File: config.mk
export PLATFORM = sky130hd
export DESIGN_NAME = fetch_sequencer
export DESIGN_NICKNAME = d
export VERILOG_FILES = /design/src/rtl/fetch_sequencer.sv
export SDC_FILE = /design/constraint.sdc
export NUM_CORES = 1
export LEC_CHECK = 0
export BUFFER_PORTS_ARGS = -buffer_cell sky130_fd_sc_hd__buf_2
export CORE_UTILIZATION = 44
export CTS_CLUSTER_SIZE = 12
export DETAILED_ROUTE_END_ITERATION = 7
export PLACE_DENSITY_LB_ADDON = 0.2
export SYNTH_ARGS = -nofsm -noshare
export SYNTH_HDL_FRONTEND = slang
export SYNTH_SLANG_ARGS = --single-unit
File: constraint.sdc
create_clock -name clk -period 1.7 [get_ports clk]
set_clock_uncertainty 0.1 [all_clocks]
set_input_delay 0.34 -clock clk [delete_from_list [all_inputs] [get_ports clk]]
set_output_delay 0.34 -clock clk [all_outputs]
set_load 0.02 [all_outputs]
File: src/rtl/fetch_sequencer.sv
// fetch_sequencer: demand-driven instruction fetch between the PC register,
// a byte-wide program memory and the instruction decoder. Reads 1-3 bytes at
// pc, hands the assembled instruction to the decoder over valid/ready, then
// pulses either pc_step (by the instruction size) or pc_load (jump target).
//
// state   | meaning
// --------+-------------------------------------------------------------------
// FETCH0  | read opcode byte at pc; divert to HALTED at the instruction boundary
// FETCH1  | read operand byte 1 at pc+1
// FETCH2  | read operand byte 2 at pc+2
// ISSUE   | present the assembled instruction until the decoder accepts
// UPDATE  | single cycle carrying the pc_step or pc_load pulse
// HALTED  | fetch suspended while halt_req stays high
module fetch_sequencer #(
    parameter int ADDR_WIDTH = 9,
    parameter int DATA_WIDTH = 8
) (
    input  logic                  clk,
    input  logic                  rst_n,
    input  logic [ADDR_WIDTH-1:0] pc,
    output logic                  pc_step,
    output logic [1:0]            step_size,
    output logic                  pc_load,
    output logic [ADDR_WIDTH-1:0] load_addr,
    output logic                  mem_rd,
    output logic [ADDR_WIDTH-1:0] mem_addr,
    input  logic                  mem_ready,
    input  logic [DATA_WIDTH-1:0] mem_rdata,
    output logic                  instr_valid,
    input  logic                  instr_ready,
    output logic [DATA_WIDTH-1:0] instr_opcode,
    output logic [DATA_WIDTH-1:0] instr_op1,
    output logic [DATA_WIDTH-1:0] instr_op2,
    output logic [1:0]            instr_size,
    input  logic                  jump_req,
    input  logic [ADDR_WIDTH-1:0] jump_addr,
    input  logic                  halt_req,
    output logic                  halted
);

    typedef enum logic [2:0] {
        S_FETCH0 = 3'd0,
        S_FETCH1 = 3'd1,
        S_FETCH2 = 3'd2,
        S_ISSUE  = 3'd3,
        S_UPDATE = 3'd4,
        S_HALTED = 3'd5
    } state_t;

    state_t                state_q;
    logic [DATA_WIDTH-1:0] opcode_q;
    logic [DATA_WIDTH-1:0] op1_q;
    logic [DATA_WIDTH-1:0] op2_q;
    logic [1:0]            size_q;
    logic                  instr_valid_q;
    logic                  pc_step_q;
    logic [1:0]            step_size_q;
    logic                  pc_load_q;
    logic [ADDR_WIDTH-1:0] load_addr_q;
    logic                  halted_q;

    logic [1:0]            rdata_size_d;
    logic                  mem_rd_d;
    logic [ADDR_WIDTH-1:0] mem_addr_d;

    // Instruction length from the top two bits of the arriving opcode byte;
    // the reserved code 11 is fetched as a single byte.
    always_comb begin
        case (mem_rdata[DATA_WIDTH-1 -: 2])
            2'b01:   rdata_size_d = 2'd2;
            2'b10:   rdata_size_d = 2'd3;
            default: rdata_size_d = 2'd1;
        endcase
    end

    // Read request follows the fetch state combinationally so FETCH0 always
    // uses the pc written at the end of UPDATE; rst_n gating keeps the memory
    // port quiet while reset is held.
    always_comb begin
        mem_rd_d   = 1'b0;
        mem_addr_d = '0;
        if (rst_n) begin
            case (state_q)
                S_FETCH0: begin
                    if (!halt_req) begin
                        mem_rd_d   = 1'b1;
                        mem_addr_d = pc;
                    end
                end
                S_FETCH1: begin
                    mem_rd_d   = 1'b1;
                    mem_addr_d = pc + ADDR_WIDTH'(1);
                end
                S_FETCH2: begin
                    mem_rd_d   = 1'b1;
                    mem_addr_d = pc + ADDR_WIDTH'(2);
                end
                default: begin
                    mem_rd_d   = 1'b0;
                    mem_addr_d = '0;
                end
            endcase
        end
    end

    // Sequencer FSM with registered decoder and PC-control outputs.
    always_ff @(posedge clk or negedge rst_n) begin
        if (!rst_n) begin
            state_q       <= S_FETCH0;
            opcode_q      <= '0;
            op1_q         <= '0;
            op2_q         <= '0;
            size_q        <= 2'd0;
            instr_valid_q <= 1'b0;
            pc_step_q     <= 1'b0;
            step_size_q   <= 2'd1;
            pc_load_q     <= 1'b0;
            load_addr_q   <= '0;
            halted_q      <= 1'b0;
        end else begin
            pc_step_q <= 1'b0;
            pc_load_q <= 1'b0;
            case (state_q)
                S_FETCH0: begin
                    if (halt_req) begin
                        state_q  <= S_HALTED;
                        halted_q <= 1'b1;
                    end else if (mem_ready) begin
                        opcode_q <= mem_rdata;
                        size_q   <= rdata_size_d;
                        op1_q    <= '0;
                        op2_q    <= '0;
                        if (rdata_size_d >= 2'd2) begin
                            state_q <= S_FETCH1;
                        end else begin
                            state_q       <= S_ISSUE;
                            instr_valid_q <= 1'b1;
                        end
                    end
                end
                S_FETCH1: begin
                    if (mem_ready) begin
                        op1_q <= mem_rdata;
                        if (size_q == 2'd3) begin
                            state_q <= S_FETCH2;
                        end else begin
                            state_q       <= S_ISSUE;
                            instr_valid_q <= 1'b1;
                        end
                    end
                end
                S_FETCH2: begin
                    if (mem_ready) begin
                        op2_q         <= mem_rdata;
                        state_q       <= S_ISSUE;
                        instr_valid_q <= 1'b1;
                    end
                end
                S_ISSUE: begin
                    // The jump decision is captured into the UPDATE pulse
                    // itself, so the decoder may drop jump_req after accept.
                    if (instr_ready) begin
                        instr_valid_q <= 1'b0;
                        state_q       <= S_UPDATE;
                        if (jump_req) begin
                            pc_load_q   <= 1'b1;
                            load_addr_q <= jump_addr;
                        end else begin
                            pc_step_q   <= 1'b1;
                            step_size_q <= size_q;
                        end
                    end
                end
                S_UPDATE: begin
                    state_q <= S_FETCH0;
                end
                S_HALTED: begin
                    if (!halt_req) begin
                        state_q  <= S_FETCH0;
                        halted_q <= 1'b0;
                    end
                end
                default: begin
                    state_q <= S_FETCH0;
                end
            endcase
        end
    end

    assign mem_rd       = mem_rd_d;
    assign mem_addr     = mem_addr_d;
    assign instr_valid  = instr_valid_q;
    assign instr_opcode = opcode_q;
    assign instr_op1    = op1_q;
    assign instr_op2    = op2_q;
    assign instr_size   = size_q;
    assign pc_step      = pc_step_q;
    assign step_size    = step_size_q;
    assign pc_load      = pc_load_q;
    assign load_addr    = load_addr_q;
    assign halted       = halted_q;

endmodule

Yosys cells after proc, flatten, opt, wreduce, memory -nomap -nowiden
Cells that the tools add are included.
{"block": "word_totals", "inputBits": 32, "memories": 0, "reg_bits": 44, "latchBits": 0, "wordCells": 85, "romBits": 0, "output_inout_bits": 51, "ramBits": 0}
{"block": "classes", "mux": 38, "shift": 0, "bitwise": 2, "order_cmp": 1, "n_addsub": 2, "n_reduce_logical": 14, "n_mul": 0, "div_mod_pow": 0, "eq_ne": 17}
{"cell": "case mux 8 bit (2 select lines)", "n": 2}
{"cell": "case mux 9 bit (3 select lines)", "n": 1}
{"cell": "2-to-1 mux 8 bit", "n": 3}
{"cell": "2-to-1 mux 1 bit", "n": 18}
{"cell": "2-to-1 mux 3 bit", "n": 6}
{"cell": "2-to-1 mux 9 bit", "n": 2}
{"cell": "inequality test 2 bit, second input constant", "n": 9}
{"cell": "case mux 3 bit (5 select lines)", "n": 1}
{"cell": "AND reduction 3 bit", "n": 4}
{"cell": "adder 9 x 1 -> 9 bit, second input constant", "n": 1}
{"cell": "adder 9 x 2 -> 9 bit, second input constant", "n": 1}
{"cell": "AND reduction 4 bit", "n": 2}
{"cell": "AND reduction 8 bit", "n": 1}
{"cell": "== test 3 x 2 -> 1 bit, second input constant", "n": 2}
{"cell": "nonzero test 2 bit", "n": 3}
{"cell": "AND reduction 5 bit", "n": 1}
{"cell": "== test 2 bit, second input constant", "n": 2}
{"cell": "case mux 1 bit (2 select lines)", "n": 2}
{"cell": "case mux 1 bit (4 select lines)", "n": 1}
{"cell": "case mux 2 bit (2 select lines)", "n": 1}
{"cell": "nonzero test 4 bit", "n": 1}
{"cell": "== test 3 x 1 -> 1 bit, second input constant", "n": 1}
{"cell": "== test 3 bit, second input constant", "n": 1}
{"cell": "logical NOT 3 bit", "n": 1}
{"cell": "other kinds (6)", "n": 7}

Logic depth before layout (Yosys ltp)
{"block": "logic_depth", "word_depth": 7, "depth_mapped": 6}

Worst setup path before layout
OpenSTA, ideal clock, no wires.
{"block": "synth_path", "path_kind": "register to output", "startpoint": "register state_q[1]", "endpoint": "output mem_addr[8]", "path_stages_with_launch": 6, "setup_slack_ns": -0.385, "arrival_time_ns": 1.645, "required_time_ns": 1.260, "n_path_buf": 1, "cell_sequence": "dfrtp_1 > buf_6 > nand2b_1 > a21oi_2 > o21ai_1 > a311oi_1"}
{"block": "synth_via", "elab_chain_cells": 3, "word_cells_on_any_way": 5, "classes_between": "eq/ne (2); mux (2); reduce/logical (1)"}
{"item": "from (decl)", "line_no": "50", "rtl": "state_t state_q;"}
{"item": "from (signal assigned)", "line_no": "109", "rtl": "state_q <= S_FETCH0;"}
{"item": "from (signal assigned)", "line_no": "126", "rtl": "state_q <= S_HALTED;"}
{"item": "from (signal assigned)", "line_no": "134", "rtl": "state_q <= S_FETCH1;"}
{"item": "== test 3 x 2 -> 1 bit (tied with other cells)", "line_no": "83", "rtl": "case (state_q)"}
{"item": "case mux 9 bit (3 select lines) (*)", "line_no": "83"}
{"item": "2-to-1 mux 9 bit (*)", "line_no": "82", "rtl": "if (rst_n) begin"}
{"item": "to (decl)", "line_no": "26", "rtl": "output logic [ADDR_WIDTH-1:0] mem_addr,"}
Mark *: on every way between the ends. The rest lies on a longest branch, timed or not.

Worst setup path after layout
{"block": "layout_path", "startpoint": "register state_q[1]", "endpoint": "output mem_addr[7]"}
Same word-level chain as after synthesis.

==> results.py <==
metrics = {
    "run_status": {
        "status": "complete, but fails checks",
        "failed_checks": "setup timing",
    },
    "floorplan": {
        "fp-row-count": 25,
        "fp.coreArea_mm2": 0.004848,
        "boundaryPins": 83,
        "design.die.area_mm2": 0.005446,
        "fp.dieH_um": 73.80,
        "start_util": 0.4679,
        "die_x_um": 73.80,
    },
    "yosys": {
        "syn_inst": 198,
        "ys.warnings.count": 0,
        "synth_ff_type": "dfrtp_1",
        "ys_ff_latch": 44,
        "ys_types": 53,
        "synth_edf_count": 0,
        "ys_async_sr_fraction": 1.000,
        "syn_area_per_cell_um2": 11.46,
        "synth.net_count": 233,
        "netlist_area_mm2": 0.002268,
        "ys_seq_area_frac": 0.4859,
    },
    "pwr": {
        "p_per_area_mw_per_mm2": 1822,
        "power.leakage_nw": 1.798,
        "peakVddDrop_v": 0.001140,
        "p_total_mw": 6.742,
    },
    "critical_path": {
        "path_class": "flip-flop to primary output",
        "crit_buf_inv": 1,
        "max_stage_delay_ps": 460,
        "crit_fanout": 5,
        "regToRegEndpoint": "step_size[1]",
        "cp-startpoint": "state_q[1]",
        "critPathCaptureType": "primary output",
        "crit_chain": "nand3b_1 -> a21oi_2 -> a41oi_2 -> a311oi_4 -> buf_6",
        "worstRegToRegCells": 8,
        "cp.required_ps": 1260,
        "arrival_ps": 1800,
        "reg2reg_from": "state_q[2]",
        "crit_cells": 5,
        "cp_top_family": "compound AO/OA/AOI/OAI gates",
        "start_kind": "flip-flop",
        "r2r_setup_slack_ps": -310,
        "slowest_stage": "dfrtp_2",
    },
    "timing": {
        "fmax_mhz": 446.9,
        "finalCritPeriodShare": 1.316,
        "worst_slack_ps": -537.8,
        "finalSetupViolCount": 31,
        "maxSlewViolCount": 0,
        "slew_headroom": 0.6421,
        "finalHoldViolCount": 0,
        "tightest_slew_ps": 536.9,
        "post-route-min-period_ps": 2238,
        "rsz0062_at_grt": "true",
        "whs_ps": 61.82,
    },
    "grt": {
        "grt_max_degree": 45,
        "grt_use_total": 0.2482,
        "grt_overflow": 0,
        "antenna_found_initial": 0,
        "grt_pass1_wl_um": 10310,
        "grt_pass1_vias": 2111,
    },
    "cts": {
        "htreeDepth": 2,
        "clk_pin_slew_worst_paths_ps": 80,
        "cts_root_buf": "clkbuf_8",
        "ctsLongestPathBuffers": 2,
        "clock_latency_ps": 290,
        "cts_tree": "yes",
        "clock-sinks": 44,
        "cts_buffers": 5,
    },
    "routing": {
        "vias_per_cell": 5.313,
        "routed_wl_um": 6521,
        "first_pass_iters": 4,
        "wl_per_cell_um": 15.83,
        "first_iter_violations": 105,
        "ant_nets": 0,
        "drcViolationCount": 0,
        "vias": 2189,
    },
    "place": {
        "hpwl_um": 4357,
        "gp_congestion": 0.8468,
        "port-buffer-count": 82,
        "dp_slack_ps": -358.1,
    },
    "final_layout": {
        "diodes": 0,
        "fin_nets": 379,
        "layout-drive-gt1-share": 0.6522,
        "area_growth_pct": 63.10,
        "nFillCells": 319,
        "final_util": 0.7631,
    },
    "hold_path": {
        "hp-class": "primary input to asynchronous set/reset pin",
    },
    "flow_run": {
        "cap_viol_max_count": 0,
    },
}
[placed cells by master (no fill, tap or decap), types with 2 or more instances in the layout]
master,synthesis,routed
buf_12,0,3
nand2b_4,1,4
clkbuf_8,4,5
nand4_1,3,3
mux2_2,18,16
inv_2,1,2
and3_1,3,2
nand3_2,1,2
a22o_1,18,18
a311oi_4,0,4
dfrtp_2,0,3
mux2_4,0,2
nor2b_1,3,3
nand2_1,14,12
buf_6,1,16
nor2_1,10,5
nor4_1,3,2
nand3_1,6,4
buf_8,1,2
nor2_4,2,8
inv_1,6,4
a21oi_1,9,5
dfrtp_1,43,40
a21oi_2,1,4
nand2_4,0,3
ha_1,3,3
o21ai_2,0,2
o21ai_0,5,4
buf_4,0,52
buf_2,2,73
[cell type report]
| type | instances | area, µm² | area share |
|---|---|---|---|
| multi-input combinational | 140 | 1345 | 0.3635 |
| sequential | 44 | 1106 | 0.2990 |
| timing repair buffer | 146 | 1026 | 0.2773 |
| tap | 67 | 83.83 | 0.02266 |
| clock buffer | 6 | 72.57 | 0.01961 |
| clock inverter | 2 | 35.03 | 0.009469 |
| inverter | 7 | 31.28 | 0.008455 |
[stage by stage]
| stage | instance area (µm²) | TNS [ps] | cells |
|---|---|---|---|
| finish | 3700 | -7734 | 412 |
| detailed placement | 3191 | -3152 | 388 |
| floorplan | 2406 | -322.1 | 198 |
| global placement | 3191 | -2576 | 388 |
| CTS | 3610 | -5173 | 408 |
| global route | 3700 | -9302 | 412 |
[registers in the layout, summed over array words and instances (netlist names)]
name and flops:
step_size 2, pc_step 1, state_q 3, instr_op1 8, load_addr 9, halted 1, instr_opcode 8, pc_load 1
instr_op2 8, instr_valid 1, instr_size 2
[logic make-up after synthesis]
kind of cell / after synthesis / synth area share
simple gates: 59 / 0.1517
buf+inv: 15 / 0.05184
fa+ha+maj: 3 / 0.01655
flops: 44 / 0.4859
compound gates: 58 / 0.2008
xor+xnor: 1 / 0.003862
mux: 18 / 0.08935
[cells in the mapped netlist, types with 3 or more instances]
cell      count  area share
dfrtp_1      43        0.47
a22o_1       18       0.069
mux2_2       18       0.089
nand2_1      14       0.023
nor2_1       10       0.017
a21oi_1       9       0.020
inv_1         6      0.0099
nand3_1       6       0.013
o21ai_0       5       0.011
clkbuf_8      4       0.024
a311oi_1      3       0.012
and3_1        3      0.0083
ha_1          3       0.017
nand4_1       3      0.0083
nor2b_1       3      0.0083
nor4_1        3      0.0083
[routing by layer]
metal,wire (µm),track usage
met5,0,0
met4,99,0.05556
met3,317,0.05213
met2,3154,0.4047
met1,2949,0.3392
[worst max path at each step]
| stage | endpoint | slack (ps) |
|---|---|---|
| finish | mem_addr[7] | -540 |
| global route | mem_addr[7] | -570 |
| CTS | mem_addr[6] | -510 |
| detailed placement | mem_addr[8] | -360 |
| global placement | mem_addr[8] | -290 |
| floorplan | mem_addr[5] | -70 |
[what timing repair did]
action                     4_1_cts  5_1_grt
setup endpoints to repair       30       45
gates resized for setup         57       17
cloned                           2        0
setup buffers                   10        7
pin swaps                       17       20
hold buffers                     0        0
[where the power goes]
part / internal, mW / switching [mW] / total, mW
combinational: 1.99 / 2.19 / 4.18
clock: 0.436 / 0.343 / 0.779
sequential: 1.51 / 0.279 / 1.79
total: 3.93 / 2.81 / 6.74
[worst register-to-register path, stage by stage (launching register included)]
cell and delay, ps:
dfrtp_2 450, buf_12 150, buf_6 110, buf_8 120, buf_6 110, nand2b_4 150
or2_4 280, nor2_4 130, mux2_4 310
No activity file was read; power rests on OpenSTA's default activity.
